[config.mk]
export PLATFORM = sky130hd
export DESIGN_NAME = dred_eval
export DESIGN_NICKNAME = d
export VERILOG_FILES = /design/src/rtl/dred_eval.sv
export SDC_FILE = /design/constraint.sdc
export NUM_CORES = 1
export LEC_CHECK = 0
export ABC_CLOCK_PERIOD_IN_PS = 3300
export CELL_PAD_IN_SITES_DETAIL_PLACEMENT = 0
export CELL_PAD_IN_SITES_GLOBAL_PLACEMENT = 1
export CORE_MARGIN = 5
export CORE_UTILIZATION = 49
export CTS_BUF_LIST = sky130_fd_sc_hd__clkbuf_8 sky130_fd_sc_hd__clkbuf_16
export DETAILED_ROUTE_END_ITERATION = 10
export HOLD_SLACK_MARGIN = 0.1
export MAX_ROUTING_LAYER = met4
export PLACE_DENSITY = 0.77
export SLEW_MARGIN = 40
export SYNTH_ARGS = -nofsm -noshare
export SYNTH_HDL_FRONTEND = slang
export SYNTH_SLANG_ARGS = --single-unit
[constraint.sdc]
create_clock -name clk -period 3.3 [get_ports clk]
set_clock_uncertainty 0.1 [all_clocks]
set_input_delay 0.66 -clock clk [delete_from_list [all_inputs] [get_ports clk]]
set_output_delay 0.66 -clock clk [all_outputs]
set_load 0.05 [all_outputs]
[src/rtl/dred_eval.sv]
// Reduced-dimension function evaluator: y = L[A*x] over GF(2), two-stage pipeline
// with CFG/RUN/DRAIN configuration control. Define DRED_STATS_EN to add out_cnt.
module dred_eval #(
  parameter int N = 8,
  parameter int K = 6,
  parameter int M = 1
) (
  input  logic         clk,
  input  logic         rst,
  input  logic         cfg_we,
  input  logic         cfg_sel,
  input  logic [7:0]   cfg_addr,
  input  logic [N-1:0] cfg_data,
  input  logic         cfg_commit,
  input  logic         cfg_reopen,
  output logic [1:0]   cfg_mode,
  output logic         cfg_err,
  input  logic         in_valid,
  output logic         in_ready,
  input  logic [N-1:0] in_x,
  output logic         out_valid,
  input  logic         out_ready,
  output logic [M-1:0] out_y
`ifdef DRED_STATS_EN
  ,
  output logic [15:0]  out_cnt
`endif
);

  localparam int LUT_D = 1 << K;

  typedef enum logic [1:0] {
    ST_CFG   = 2'd0,
    ST_RUN   = 2'd1,
    ST_DRAIN = 2'd2
  } state_t;

  state_t         state;
  logic [N-1:0]   row_q [K];
  logic [M-1:0]   lut_q [LUT_D];

  logic           en;
  logic           addr_ok;
  logic           cfg_wr;
  logic [K-1:0]   red_d;

  logic           vld_p1;
  logic [K-1:0]   red_p1;
  logic           vld_p2;
  logic [M-1:0]   y_p2;

  function automatic logic gf2_dot(input logic [N-1:0] a, input logic [N-1:0] b);
    return ^(a & b);
  endfunction

  function automatic logic [15:0] sat_inc(input logic [15:0] c);
    return (c == 16'hFFFF) ? c : c + 16'd1;
  endfunction

  assign en        = !vld_p2 || out_ready;
  assign in_ready  = (state == ST_RUN) && en;
  assign out_valid = vld_p2;
  assign out_y     = y_p2;
  assign cfg_mode  = state;

  // Address range depends on the target: K rows or 2^K LUT words.
  assign addr_ok = cfg_sel ? (32'(cfg_addr) < LUT_D) : (32'(cfg_addr) < K);
  assign cfg_wr  = cfg_we && (state == ST_CFG) && addr_ok;

  always_comb begin
    red_d = '0;
    for (int i = 0; i < K; i++) begin
      red_d[i] = gf2_dot(in_x, row_q[i]);
    end
  end

  always_ff @(posedge clk) begin
    if (rst) begin
      state   <= ST_CFG;
      vld_p1  <= 1'b0;
      vld_p2  <= 1'b0;
      cfg_err <= 1'b0;
    end else begin
      case (state)
        ST_CFG:   if (cfg_commit) state <= ST_RUN;
        ST_RUN:   if (cfg_reopen) state <= ST_DRAIN;
        ST_DRAIN: if (!vld_p1 && !vld_p2) state <= ST_CFG;
        default:  state <= ST_CFG;
      endcase
      if (cfg_we && ((state != ST_CFG) || !addr_ok)) begin
        cfg_err <= 1'b1;
      end
      if (en) begin
        vld_p1 <= in_valid && in_ready;
        vld_p2 <= vld_p1;
      end
    end
  end

  // Configuration storage: identity projection and zero LUT out of reset.
  always_ff @(posedge clk) begin
    if (rst) begin
      for (int i = 0; i < K; i++) begin
        row_q[i] <= N'(1) << i;
      end
      for (int j = 0; j < LUT_D; j++) begin
        lut_q[j] <= '0;
      end
    end else if (cfg_wr) begin
      if (cfg_sel) begin
        lut_q[cfg_addr[K-1:0]] <= cfg_data[M-1:0];
      end else begin
        for (int i = 0; i < K; i++) begin
          if (32'(cfg_addr) == i) row_q[i] <= cfg_data;
        end
      end
    end
  end

  // Stage 1: reduced vector A*x
  always_ff @(posedge clk) begin
    if (en) begin
      red_p1 <= red_d;
    end
  end

  // Stage 2: LUT read; out_y has a defined reset value
  always_ff @(posedge clk) begin
    if (rst) begin
      y_p2 <= '0;
    end else if (en) begin
      y_p2 <= lut_q[red_p1];
    end
  end

`ifdef DRED_STATS_EN
  always_ff @(posedge clk) begin
    if (rst || ((state == ST_CFG) && cfg_commit)) begin
      out_cnt <= '0;
    end else if (vld_p2 && out_ready) begin
      out_cnt <= sat_inc(out_cnt);
    end
  end
`else
  logic [15:0] unused_cnt;
  assign unused_cnt = sat_inc(16'd0);
`endif

endmodule

==> flow_metrics.env <==
export IMPL_status="finished, final reports clean"
export IMPL_syn_nets=590
export IMPL_ys_top_cells_by_area="edfxtp_1, o21bai_1, xnor2_1, mux4_2, and2_1"
export IMPL_yosys_area_top_type="edfxtp_1"
export IMPL_initial_core_util_pct=49.4
export IMPL_drtIter0Drc=444
export IMPL_placementRows=42
export IMPL_cts_setup_buffers=0
export IMPL_placed_area_um2=7080
export IMPL_clk_latency_ns=0.41
export IMPL_hold_viol_final=0
export IMPL_yosysTopAreaCellShare_pct=54.8
export IMPL_netlist_top_cells_count="edfxtp_1, nor2_1, nand2_1, o21bai_1, and2_1"
export IMPL_die_area_um2=15600
export IMPL_criticalPathCategory="in -> out"
export IMPL_period_share_pct=84.1
export IMPL_setup_violations_final=0
export IMPL_synthFlopType="edfxtp_1"
export IMPL_cts_buffers=17
export IMPL_die_y_um=125
export IMPL_dp_cells=761
export IMPL_fp_dieW_um=125
export IMPL_finalWirelength_mm=14.5
export IMPL_fmax_ghz=0.360
export IMPL_path_depth=4
export IMPL_whs_path_depth=2
export IMPL_slowest_stage="nor2b_1"
export IMPL_cts_root_buf="clkbuf_16"
export IMPL_p_per_area_nw_per_um2=574
export IMPL_end_kind="output pin"
export IMPL_antenna_cells=0
export IMPL_whs_ns=0.379
export IMPL_grt_ovfl_total=0
export IMPL_nets=636
export IMPL_vias_per_cell=5.57
export IMPL_instances_no_fill=793
export IMPL_core_um2=13100
export IMPL_ant_nets=0
export IMPL_worst_pin_slew_ns=0.747
export IMPL_ys_async_sr_fraction_pct=0
export IMPL_critical_path_max_stage_delay_ns=0.59
export IMPL_clock_sinks=124
export IMPL_r2r_cells=4
export IMPL_pre_cts_ws_ns=0.191
export IMPL_synth_area_um2=6470
export IMPL_rsz0062_at_grt="no"
export IMPL_grt_pass1_wl_mm=23.8
export IMPL_cp_required_ns=2.54
export IMPL_drc=0
export IMPL_htree_levels=4
export IMPL_irDropWorstVdd_mv=0.289
export IMPL_fin_setup_tns_ns=0
export IMPL_ys_types=46
export IMPL_start_kind="input pin"
export IMPL_cp_arrival_ns=2.01
export IMPL_cts_buffer_depth=2
export IMPL_maxSlewViolCount=0
export IMPL_ys_seq_elements=124
export IMPL_fin_ws_ns=0.526
export IMPL_gp_congestion=0.838
export IMPL_worst_path_max_fanout=6
export IMPL_crit_buf_inv=2
export IMPL_antenna_found_initial=0
export IMPL_cap_violations=0
export IMPL_synth_edff_count=118
export IMPL_syn_area_per_cell_um2=11.6
export IMPL_final_area_um2=7710
export IMPL_ios=38
export IMPL_cts_tree="built"
export IMPL_area_growth_syn_to_layout_pct=19.3
export IMPL_drive_gt1_share_pct=17.3
export IMPL_track_usage_pct=20.3
export IMPL_grt_max_degree=80
export IMPL_maxSlewHeadroom_pct=50.1
export IMPL_yosysMostFrequentCell="edfxtp_1"
export IMPL_worst_path_dominant_cell_family="simple AND/OR/NAND/NOR gates"
export IMPL_ys_warn_count=0
export IMPL_fin_crit_ns=2.77
export IMPL_ys_seq_area_share_pct=56.6
export IMPL_ctsHoldBuffers=0
export IMPL_crit_chain="clkdlybuf4s50_1 > nor2b_1 > nor3_1 > buf_4"
export IMPL_wire_per_inst_um=18.3
export IMPL_dp_hpwl_mm=10.2
export IMPL_vias=4417
export IMPL_portBuffers=37
export IMPL_cts_resized=0
export IMPL_clk_pin_slew_ns=0.05
export IMPL_syn_inst=558
export IMPL_leakage_nw=2.58
export IMPL_dr_pass1_iters=5
export IMPL_grt_pass1_vias=4506
export IMPL_hp_class="reg -> reg"
routing by layer:
layer	vias to the layer above	part of all wire (%)	track usage, %
met5	-	0	-
met4	0	1.7	6.51
met3	21	5.8	3.60
met2	137	48	31.6
met1	2172	45	27.4
li1	2087	-	-
worst min-delay path: stages (launching register included):
cell and delay (ns):
dfxtp_1 0.33, a21oi_1 0.05, nor2_1 0.07
path summary, 6_finish.rpt:
check              start   endpoint  slack, ns
max            out_ready   in_ready       0.53
min              cfg_err    cfg_err       0.38
max reg2reg  cfg_mode[1]  lut_q[37]       0.89
min reg2reg      cfg_err    cfg_err       0.38
kinds of logic (layout without fill, tap and decap cells):
logic type / Yosys count / after routing / synth area share (%)
and+or+nand+nor: 242 / 242 / 18.8
buffers and inverters: 41 / 100 / 2.84
AOI/OAI and AO/OA: 88 / 88 / 10.3
xor gates and xnor gates: 42 / 42 / 5.69
muxes: 21 / 21 / 5.73
DFF: 124 / 124 / 56.6
registers in the layout (all words and copies together) (netlist names):
signal     flops
out_y          1
lut_q         64
vld_p1         1
out_valid      1
red_p1         6
row_q         48
cfg_err        1
cfg_mode       2
where the power goes:
part,total (mW),leakage (nW),internal [mW],switching (mW)
clock,1.96,0.308,1.31,0.641
combinational,0.575,1.03,0.291,0.284
sequential,1.90,1.24,1.80,0.0962
total,4.43,2.58,3.41,1.02
final cells by class:
| class | count | area [um2] |
|---|---|---|
| fillers | 1073 | 5370 |
| flip-flops and latches | 124 | 3660 |
| multi-input cells | 393 | 2620 |
| repair buffers | 63 | 558 |
| clock buffers | 20 | 467 |
| well taps | 176 | 220 |
| clock inverters | 12 | 168 |
| inverters | 5 | 18.8 |
stage by stage:
stage | power [mW] | util, %
after floorplan | 2.30 | -
after global placement | 2.50 | 54.1
after detailed placement | 2.51 | 54.1
after CTS | 4.46 | 59.0
after global routing | 4.61 | 59.0
final | 4.43 | 59.0
cell usage in the layout (no fill, tap or decap), drive strengths merged, types with 3 or more instances in the layout:
| cell type | instances |
|---|---|
| nand3 | 9 |
| mux4 | 12 |
| and3 | 3 |
| nand4b | 3 |
| nor3b | 4 |
| nand3b | 3 |
| nor4 | 3 |
| clkbuf | 20 |
| xor2 | 6 |
| a31o | 7 |
| clkdlybuf4s50 | 35 |
| buf | 28 |
| mux2 | 8 |
| xnor2 | 36 |
| and2 | 42 |
| o21bai | 63 |
| dfxtp | 6 |
| clkinv | 5 |
| clkinvlp | 3 |
| o21ai | 3 |
| or3 | 6 |
| edfxtp | 118 |
| bufinv | 4 |
| nor2b | 5 |
| inv | 5 |
| nor2 | 81 |
| o22ai | 4 |
| nand2 | 64 |
| a22oi | 3 |
| nand2b | 5 |
| nor3 | 7 |
No activity file was read; power rests on OpenSTA's default activity.
